## src/rtl/async_fifo.sv

```systemverilog
// rtl/async_fifo.sv - Single-clock FIFO with Gray-coded pointers and optional pointer synchronizers
//
// Purpose:
//   First-word-fall-through FIFO built around binary and Gray read/write pointers.
//   The flags compare the Gray pointers. Optional 2-stage register chains on the
//   cross-side pointers model synchronizer latency, which makes both flags
//   conservative.
//
// Configuration macro:
//   ASYNC_FIFO_PTR_SYNC_EN - when defined, each cross-side Gray pointer passes
//                            through a 2-stage register chain before the flag
//                            compare.
//
// Parameters:
//   DATA_WIDTH - data word width in bits
//   MEM_DEPTH  - number of storage entries (power of two, >= 4)
//   ADD_WIDTH  - storage address width
//
// Ports:
//   clk      in   single clock, rising edge
//   rst      in   synchronous active-low reset
//   wr_data  in   write word, captured when a write is accepted
//   wr_inc   in   write request, one word per cycle
//   rd_inc   in   read request, pops one word per cycle
//   rd_data  out  head-of-FIFO word (combinational, zero latency)
//   full     out  MEM_DEPTH words held
//   empty    out  no words held

module async_fifo #(
  parameter int DATA_WIDTH = 8,
  parameter int MEM_DEPTH  = 16,
  parameter int ADD_WIDTH  = $clog2(MEM_DEPTH)
) (
  input  logic                  clk,
  input  logic                  rst,
  input  logic [DATA_WIDTH-1:0] wr_data,
  input  logic                  wr_inc,
  input  logic                  rd_inc,
  output logic [DATA_WIDTH-1:0] rd_data,
  output logic                  full,
  output logic                  empty
);

  logic [DATA_WIDTH-1:0] mem_q [MEM_DEPTH];

  logic [ADD_WIDTH:0] wbin_q,  wbin_d;
  logic [ADD_WIDTH:0] rbin_q,  rbin_d;
  logic [ADD_WIDTH:0] wgray_q, wgray_d;
  logic [ADD_WIDTH:0] rgray_q, rgray_d;

  // Pointers as observed by the opposite side.
  logic [ADD_WIDTH:0] wgray_seen;
  logic [ADD_WIDTH:0] rgray_seen;

  logic wr_acc;
  logic rd_acc;

  always_comb begin
    wr_acc  = wr_inc & ~full;
    rd_acc  = rd_inc & ~empty;
    wbin_d  = wbin_q + {{ADD_WIDTH{1'b0}}, wr_acc};
    rbin_d  = rbin_q + {{ADD_WIDTH{1'b0}}, rd_acc};
    wgray_d = wbin_d ^ (wbin_d >> 1);
    rgray_d = rbin_d ^ (rbin_d >> 1);
  end

  always_ff @(posedge clk) begin
    if (!rst) begin
      wbin_q  <= '0;
      rbin_q  <= '0;
      wgray_q <= '0;
      rgray_q <= '0;
    end else begin
      wbin_q  <= wbin_d;
      rbin_q  <= rbin_d;
      wgray_q <= wgray_d;
      rgray_q <= rgray_d;
    end
  end

  // Storage is never cleared; reset only blocks the write in its own cycle.
  always_ff @(posedge clk) begin
    if (rst && wr_acc) begin
      mem_q[wbin_q[ADD_WIDTH-1:0]] <= wr_data;
    end
  end

`ifdef ASYNC_FIFO_PTR_SYNC_EN
  logic [ADD_WIDTH:0] wsync1_q, wsync2_q;
  logic [ADD_WIDTH:0] rsync1_q, rsync2_q;

  always_ff @(posedge clk) begin
    if (!rst) begin
      wsync1_q <= '0;
      wsync2_q <= '0;
      rsync1_q <= '0;
      rsync2_q <= '0;
    end else begin
      wsync1_q <= wgray_q;
      wsync2_q <= wsync1_q;
      rsync1_q <= rgray_q;
      rsync2_q <= rsync1_q;
    end
  end

  assign wgray_seen = wsync2_q;
  assign rgray_seen = rsync2_q;
`else
  assign wgray_seen = wgray_q;
  assign rgray_seen = rgray_q;
`endif

  // In Gray code, "one full lap ahead" is the same value with the top two
  // bits inverted.
  assign empty   = (rgray_q == wgray_seen);
  assign full    = (wgray_q == {~rgray_seen[ADD_WIDTH:ADD_WIDTH-1],
                                rgray_seen[ADD_WIDTH-2:0]});
  assign rd_data = mem_q[rbin_q[ADD_WIDTH-1:0]];

endmodule

```

## config.mk

```make
export PLATFORM = sky130hd
export DESIGN_NAME = async_fifo
export DESIGN_NICKNAME = d
export VERILOG_FILES = /design/src/rtl/async_fifo.sv
export SDC_FILE = /design/constraint.sdc
export NUM_CORES = 1
export LEC_CHECK = 0
export ABC_CLOCK_PERIOD_IN_PS = 2200
export BUFFER_PORTS_ARGS = -buffer_cell sky130_fd_sc_hd__buf_2
export CAP_MARGIN = 20
export CORE_MARGIN = 2
export CORE_UTILIZATION = 40
export DETAILED_ROUTE_END_ITERATION = 16
export HOLD_SLACK_MARGIN = 0.03
export PLACE_DENSITY = 0.61
export SYNTH_ARGS = -nofsm -noshare
export SYNTH_HDL_FRONTEND = slang
export SYNTH_SLANG_ARGS = --single-unit
```

## constraint.sdc

```tcl
create_clock -name clk -period 2.2 [get_ports clk]
set_clock_uncertainty 0.05 [all_clocks]
set_input_delay 0 -clock clk [delete_from_list [all_inputs] [get_ports clk]]
set_output_delay 0 -clock clk [all_outputs]
set_load 0.02 [all_outputs]
```

# Yosys cells after proc, flatten, opt, wreduce, memory -nomap -nowiden
# Memories as Yosys holds them, arrays and structs flattened. A register that Yosys moved wholly into a read port is not among the register bits.
# Cells that the tools add are included.
[word_totals]
mem_bits_rw = 128
reg_bits = 20
in_bits = 12
mem_count = 1
out_inout_bits = 10
wordCells = 20
[classes]
addsub = 2
bitwise_logic = 7
n_eq_ne = 2
n_reduce_logical = 1
n_mux = 3
[memory_table]
columns = ["memory", "words", "word_bits", "rd", "rd_ports_with_merged_regs", "write_ports", "line_no", "source"]
rows = [
  ["mem_q", 16, 8, 1, 1, 1, "44", "logic [DATA_WIDTH-1:0] mem_q [MEM_DEPTH];"],
]
[op_table]
columns = ["op", "count"]
rows = [
  ["$add A5 B1 Y5", 2],
  ["$eq A5 B5 Y1", 2],
  ["$xor A5 B4 Y5", 2],
  ["$mux W4", 1],
  ["$and A1 B1 Y1", 2],
  ["$mux W1", 2],
  ["$not A1 Y1", 2],
  ["$not A2 Y2", 1],
  ["$logic_and A1 B1 Y1", 1],
]

# Depth between registers and ports, before layout
# Gate-level depths: netlist (run 1).
[depth]
word_depth = 7
mapped_depth = 10
ltp_nobuf = 10

# Worst setup path before layout (run 1)
# OpenSTA, ideal clock, no wires.
[synth_path]
path_kind = "register to register"
start = "register rgray_q[1]"
end = "register rgray_q[1]"
path_stages_with_launch = 10
synth_period_minus_slack_ps = 2333
setup_slack_ps = -133
arrival_time_ps = 2168
t_required_ps = 2035
cell_sequence = "dfxtp_1 xnor2_1 nand3_1 nor3_1 nor2b_1 ha_1 ha_1 xor2_1 xor2_1 and2_1"
[synth_between]
elab_chain_cells = 5
[synth_rtl]
columns = ["item", "line_no", "source"]
rows = [
  ["start, declared", "49", "logic [ADD_WIDTH:0] rgray_q, rgray_d;"],
  ["start signal, assigned", "77", "rgray_q <= rgray_d;"],
  ["$eq A5 B5 Y1", "115", "assign empty = (rgray_q == wgray_seen);"],
  ["named net empty", "41", "output logic empty"],
  ["$not A1 Y1", "60", "rd_acc = rd_inc & ~empty;"],
  ["$and A1 B1 Y1", "60", ""],
  ["$add A5 B1 Y5", "62", "rbin_d = rbin_q + {{ADD_WIDTH{1'b0}}, rd_acc};"],
  ["$xor A5 B4 Y5", "64", "rgray_d = rbin_d ^ (rbin_d >> 1);"],
]
# The timed path passes the listed nets, and every way through them passes these cells.
# A chain may end at the register's enable or synchronous reset.

==> results.txt, run 1 <==
- After layout, the worst path uses 99.07% of the clock period.
- Internal power comes to 5.582 mW.
- Worst IR Drop VDD: 0.5468 mV
* Final number of hold-violating endpoints: 0
- Max transition margin: 36.71%
* Post-DR wirelength/cell: 20.49 um
* Number of buffer and inverter instances along the worst setup path: 2
- Die outline width: 125.3 um
* Time the final worst path needs with I/O delays and setup: 2.179 ns
- Global-route usage over all layers: 15.21%
- The worst register-to-register path has a setup slack of 0.13 ns.
* RePlAce Congestion: 0.7315
* Post-CTS setup repair buffer count: 0
- Largest fanout on the critical path: 6
- The largest individual stage delay along the critical path comes from the cell mux4_1.
- Sw Ratio: 23.84%
- The detailed router finished its first iteration with 238 violations.
- The worst hold path passes through 4 cells.
- After synthesis, flip-flops and latches occupy 71.43% of the total area.
- Setup repair after global routing could not meet its margin everywhere.
- Ordered list of cells on the worst path: buf_12 -> mux4_1 -> a22oi_2 -> nand2_1 -> buf_2
- The critical path is of the flip-flop to primary output type.
* Setup violations, final: 0
- Area growth, synth to finish: 21.88%
- Fraction of layout instances using a drive strength above 1: 30.81%
* Register Area: 4208 um2
- Detailed placement ended at an HPWL of 6.906 mm.
- Result of the run: complete, no violations
- CP required: 2.15 ns
* Met3 wire length: 751 um
- Most common flop cell mapped by yosys: edfxtp_1
- Measured along the y axis, the die boundary spans 125.3 um.
- STA classifies the critical path startpoint as a flip-flop.
* Leftover overflow at the end of global routing: 0
- The detailed router used layers up to and including met4.
- The library cell used most frequently in the layout, excluding fill and tap cells, is edfxtp_1.
- Source of the worst hold timing path: rd_inc
* Inserted Diodes: 0
- Beginning of the worst register-to-register path: rgray_q[1]
- Clock tree from TritonCTS: yes
* Post-synthesis cell area: 5886 um2
* Clock power share: 42.5%
- The tightest min-delay check is of the input port to flip-flop type.
* Upper clock frequency limit: 0.4588 GHz
* Number of enable flip-flop cells after synthesis: 128
- The count of nets left with antenna violations once routing finished came out at 0.
- The worst hold path terminates at rbin_q[0].
- At the pin with the least slew margin, the transition time is 0.9459 ns.
* DRC: 0
- Area of the multi-input gates: 1670 um2
* Clock network latency to the later pin of the worst-skew pair: 0.42 ns
- The number of antenna violations at the first check in global routing came to 0.
- The cell count after synthesis came out at 318.
- Cell class contributing the biggest share of worst-path delay: multiplexers
* Synth unique cells: 30
- The total area inside the core boundary comes to 14,480 um2.
* Bufs on Longest Clock Path: 2
- After clock tree synthesis, the clock-pin slew on the worst setup and hold paths is 0.06 ns.
* Share of synthesized flip-flops with an asynchronous set or reset: 0%
* Endpoint class of the critical path: primary output
- Global-route wire length before repair: 17.43 mm
* Number of flip-flops and latches in the synthesized netlist: 146
- For the worst flop-to-flop path, the logic depth is 9.
* Count of H-tree levels built during CTS: 4
* Number of search-and-repair iterations in the first detailed-routing pass: 4
- The via count of the first global-routing pass is 3,025.
- Counting the buffers created by CTS gives 17.
- Mean post-synth cell area: 18.51 um2
- The library cells used most frequently in the layout, excluding fill and tap cells, are edfxtp_1, buf_2, mux4_2.
- The tree is rooted in a clkbuf_16.
- Data arrival, critical path: 2.13 ns
- Peak per-stage delay on the critical path: 0.57 ns
* Sinks on Clock Net: 146
- In this run the tool buffered the top-level ports with 21 buffer cells.
- Placement-stage cell area: 6309 um2
- The finished cells cover 7173 um2.
* Total number of vias: 2,987
- The routed design has 11.62 mm of wire.
- Number of max-cap violations: 0
* Net load switching power: 1.747 mW
- The floorplan step defined a die boundary enclosing 15,700 um2.
* Flop pwr share: 42.5%
- The floorplan has 44 rows.
- Final hold analysis gives a worst-case slack of 0.04611 ns.
- Counting the fill cells in the layout gives 1,195.
* Met2 Wirelength: 5.677 mm
- Initial standard-cell utilization of the core: 40.65%
- Number of nets in the synthesized netlist: 334
* Number of vias per cell after detailed routing: 5.268
* Power density over the cells: 1022 nW/um2
- After detailed routing, the wire length on met1 is 4.969 mm.
- Per report_power, the combinational group accounts for 15.1% of the total.
- R2r endpoint: rgray_q[1]
* Count of warnings emitted by yosys: 0
* Setup Total Neg Slack: 0 ns
* Final slew viol count: 0
* Number of nets at the end of the flow: 386
- Entering global routing, the biggest net connects 36 pins.
- In this run the count of I/O pins placed on the die edge is 22.
- Leakage Power: 2.421 nW
[routing by layer]
layer | vias up | GRT usage [%]
met5 | - | 0
met4 | 0 | 5.425
met3 | 18 | 4.407
met2 | 88 | 24.01
met1 | 1508 | 20.34
li1 | 1373 | -
[synthesized netlist by cell type (2+ instances only)]
cell type / n / share of area [%]
buf_6: 6 / 1.1
nor3_1: 2 / 0.17
edfxtp_1: 128 / 65
mux2i_1: 2 / 0.34
ha_1: 4 / 0.85
and2_1: 18 / 1.9
xor2_1: 10 / 1.5
nand2_1: 18 / 1.1
dfxtp_1: 18 / 6.1
a22oi_1: 16 / 2.0
xnor2_1: 8 / 1.2
nand3_1: 5 / 0.43
o21ai_0: 3 / 0.26
nand2b_1: 5 / 0.53
mux4_2: 18 / 6.9
clkbuf_1: 5 / 0.32
a21oi_1: 5 / 0.43
nor4_1: 8 / 0.85
mux4_1: 14 / 6.2
buf_2: 3 / 0.26
nor2b_1: 4 / 0.43
nor2_1: 10 / 0.64
[registers in the layout, summed over array words and instances, names as in the netlist]
| name | cells |
|---|---|
| mem_q | 128 |
| rbin_q | 5 |
| rgray_q | 4 |
| wbin_q | 5 |
| wgray_q | 4 |
[repair_timing]
item | in CTS | in global routing
gates cloned | 0 | 2
hold buffers | 9 | 0
pin swaps | 0 | 4
endpoints found under the hold margin | 145 | 0
setup endpoints to repair | 5 | 13
gates resized for setup | 4 | 16
[power groups by stage]
stage / logic [mW] / registers [mW] / clock network, mW
floorplan: 0.744 / 3.14 / 0
global placement: 0.974 / 3.14 / 0
detailed placement: 0.968 / 3.15 / 0
CTS: 1.00 / 3.09 / 3.17
global route: 1.19 / 3.11 / 3.27
finish: 1.10 / 3.11 / 3.11
[kinds of logic after synthesis]
family | share of synthesized area, %
AO/OA/AOI/OAI | 2.849
XOR/XNOR | 2.679
adder cells (fa/ha/maj) | 0.8504
buffers and inverters | 2.253
flip-flops | 71.43
multiplexers | 13.48
AND/OR/NAND/NOR | 6.463
[through the flow]
| stage | cells | utilization (%) | power (mW) | worst slack, ns |
|---|---|---|---|---|
| CTS | 565 | 48.77 | 7.257 | -0.008074 |
| floorplan | 318 | - | 3.880 | -0.02164 |
| global route | 567 | 49.54 | 7.573 | -0.04807 |
| global placement | 524 | 43.57 | 4.117 | 0.1036 |
| detailed placement | 524 | 43.57 | 4.115 | 0.08991 |
| finish | 567 | 49.54 | 7.328 | 0.02050 |
[worst min-delay path: stages]
cell,delay (ns)
buf_2,0.08
nor2b_1,0.13
ha_1,0.16
and2_1,0.11
[worst max-delay path by stage]
stage,startpoint,to,depth (start not counted)
2_1_floorplan,wbin_q[4],wgray_q[1],9
3_5_place_dp,rgray_q[0],rgray_q[3],10
6_report,rbin_q[0],rd_data[4],5
5_1_grt,rbin_q[0],rd_data[4],5
4_1_cts,rbin_q[0],rd_data[0],5
3_3_place_gp,rgray_q[0],rgray_q[3],10
[final cells by class]
| type | count | share of cell area (%) |
|---|---|---|
| Multi-Input combinational cell | 154 | 23.29 |
| Clock buffer | 17 | 5.931 |
| Timing Repair Buffer | 50 | 5.826 |
| Clock inverter | 15 | 3.035 |
| Tap cell | 184 | 3.209 |
| Inverter | 1 | 0.05233 |
| Sequential cell | 146 | 58.66 |
Note: power is estimated with default switching activity, not from simulation.
==> run 2, diff against run 1 <==
--- a/config.mk
+++ b/config.mk
@@ -10,3 +10,2 @@
 export CAP_MARGIN = 20
-export CORE_MARGIN = 2
 export CORE_UTILIZATION = 40
--- a/constraint.sdc
+++ b/constraint.sdc
@@ -4,2 +4,2 @@
 set_output_delay 0 -clock clk [all_outputs]
-set_load 0.02 [all_outputs]
+set_load 0.1 [all_outputs]
==> run 2 against run 1 <==
Count of clock-buffer cells in the layout unchanged. Clock power decreased by 12%. Power grew 5.0%. Maximum frequency is 0.78% lower. Sequential share of layout area is 0.84 points lower. Cell area is 1.6% higher. Die area fell by 3.2%. Register-to-register slack better by 0.05 ns. Non-clock buffer count is 4 higher. Sequential power hardly changed. Worst hold slack gained 0.050 ns. Critical endpoint is now rd_data[2].
==> results.txt, run 2 (synthesis gave the netlist of run 1 again) <==
- In this run the power spent charging and discharging nets is 2.151 mW.
- Subtracting the final worst setup slack from the clock period gives 2.197 ns.
- Clock network latency to the later pin of the worst-skew pair: 0.41 ns
- For this configuration, the core starts out at a cell density of 41.75%.
* Met2 routing resource usage after global routing: 27.58%
- In this run the most critical hold path is launched from rd_inc.
* Final Hold Slack: 0.09612 ns
- Min-Delay Path Depth: 4
- CP required: 2.15 ns
- Final total power: 7.693 mW
- RePlAce Congestion: 0.7554
- Number of vias per cell after detailed routing: 5.353
- The final number of hold-violating endpoints came to 0.
- Hold-critical path endpoint: rbin_q[0]
- After filler insertion, the fill cell instance count of the layout stands at 1,120.
* Data arrival, critical path: 2.15 ns
- Inserted Diodes: 0
* Fraction of layout instances using a drive strength above 1: 36.79%
- Met3 Resource Use GR: 3.875%
- Clock power share: 35.8%
- Number of search-and-repair iterations in the first detailed-routing pass: 4
* Met1 Track Usage GR: 23.97%
- RSZ-0062 raised after global routing: true
* Clock root buffer: clkbuf_16
* Clock transition time at the flip-flop clock pins of the worst setup and hold paths: 0.06 ns
- Area of the multi-input gates: 1693 um2
- The number of antenna violations at the first check in global routing was 0.
- Flip-flop count of the largest register after layout: 128
- Sw Ratio: 27.96%
- Power density over the cells: 1056 nW/um2
* Placed insts: 521
- Max transition margin: 40.31%
- The floorplan step defined a core boundary enclosing 14,100 um2.
- Die outline width: 123.3 um
* Setup violations, final: 0
- The endpoint identified for the worst register-to-register timing path is wgray_q[3].
- Flop pwr share: 40.5%
- Bufs on Longest Clock Path: 2
- Number of nets at the end of the flow: 390
* Commonest non-fill, non-tap cells in the layout: edfxtp_1, mux4_2, and2_1
- Entering global routing, the biggest net connects 36 pins.
- Worst hold-check path type: input port to flip-flop
- Most common cell after layout, fill and taps aside: edfxtp_1
* Largest fanout on the critical path: 6
* Global-route wire length before repair: 18.40 mm
- Relative to the synthesized area, the layout overhead comes to 23.79%.
* Upper clock frequency limit: 0.4552 GHz
* Worst IR Drop VDD: 0.6204 mV
- For this design, the sink count on the clock tree is 146.
- The finished layout holds 566 standard cells, fillers aside.
- Cell internal power was estimated by the tool at 5.542 mW.
- Least-Margin Pin Slew: 0.8921 ns
* Beginning of the worst register-to-register path: rbin_q[4]
- After layout, the worst path uses 99.85% of the clock period.
- Leakage Power: 2.428 nW
* Die Footprint: 15,200 um2
- Initial drt markers: 282
- The worst setup path is launched from a flip-flop.
* Standard-cell rows: 43
- The H-tree was split into 4 levels.
- After detailed routing, the average wire length per cell comes to 20.99 um.
- The most critical setup path has its startpoint at rbin_q[0].
- Number of global-route vias before repair: 3,121
- In this run, CTS created clock tree buffers numbering 17.
- From bottom edge to top edge, the die measures 123.3 um.
- Total number of vias: 3,030
- The total overflow left after global routing is 0.
* Internal reg-to-reg setup slack: 0.18 ns
- Global-route usage over all layers: 17.56%
* DRC: 0
* Antenna viol nets, final: 0
- Global-route layer with the greatest usage: met2
* Result of the run: complete, no violations
* Placed wire-length estimate after detailed placement: 7.288 mm
- The setup path with the least slack is of type flip-flop to primary output.
- 22 I/O pins were placed.
- The tool flagged a number of max-cap violations equal to 0.
* Final core occ: 51.69%
- In the final layout, flip-flops and latches occupy 4213 um2.
* Logic depth of the worst register-to-register path: 10
- The worst setup path is captured at a primary output.
* Placement-stage cell area: 6370 um2
- Input and output buffers added on the ports amount to 21.
- Comb power frac: 23.7%
- Final slew viol count: 0
- For this block, the routed nets add up to 11.88 mm of wire.
- Once layout is done, the placed cells without fillers occupy 7286 um2.
- TritonCTS built the clock tree.
run 2: cell types whose count changed in the layout (fill, tap and decap cells not counted), sizes merged:
cell	previous run	this run
inv	9	5
clkinv	2	6
clkinvlp	1	2
buf	39	45
bufinv	4	2
clkbuf	19	17
run 2: layer usage:
layer | part of all wire, % | vias up | wire, um
li1 | - | 1372 | -
met1 | 44 | 1572 | 5254
met2 | 49 | 74 | 5854
met3 | 5.4 | 12 | 644
met4 | 1.1 | 0 | 125
met5 | 0 | - | 0
run 2: worst max-delay path, stage by stage, from the launching register on:
cell     delay (ns)
dfxtp_4        0.40
buf_6          0.18
mux4_2         0.56
a22oi_2        0.29
nand2_2        0.12
buf_12         0.18
run 2: repair_timing:
item | CTS | global route
pin swaps | 12 | 10
gates resized for setup | 51 | 15
setup buffers | 2 | 1
cloned | 3 | 0
setup endpoints to repair | 8 | 9
hold buffers | 9 | 0
endpoints found under the hold margin | 146 | 0
run 2: layout make-up:
| class | count | share of cell area, % |
|---|---|---|
| timing repair buffer | 54 | 8.089 |
| sequential | 146 | 57.82 |
| tap | 180 | 3.091 |
| multi-input combinational | 154 | 23.24 |
| inverter | 1 | 0.05152 |
| clock buffer | 17 | 5.839 |
| clock inverter | 14 | 1.872 |
run 2: worst max path at each step:
stage	endpoint	slack, ns	cells after the start
after floorplan	rgray_q[2]	-0.31	9
after detailed placement	wgray_q[3]	0.16	10
after global placement	mem_q[2][4]	0.18	4
after CTS	rd_data[1]	-0.04	6
final	rd_data[2]	0.003	5
after global routing	rd_data[2]	-0.06	5
run 2: through the flow:
stage                     TNS, ns  worst slack [ns]
final                           0          0.003322
after global routing      -0.1546          -0.05619
after CTS                 -0.1375          -0.03679
after detailed placement        0            0.1568
after global placement          0            0.1779
after floorplan            -3.082           -0.3145
run 2: power by group through the flow:
stage / Combinational (mW) / Clock [mW] / Sequential [mW]
after floorplan: 1.14 / 0 / 3.14
after global placement: 1.43 / 0 / 3.15
after detailed placement: 1.45 / 0 / 3.16
after CTS: 1.84 / 2.79 / 3.11
after global routing: 1.92 / 2.92 / 3.11
final: 1.83 / 2.75 / 3.11
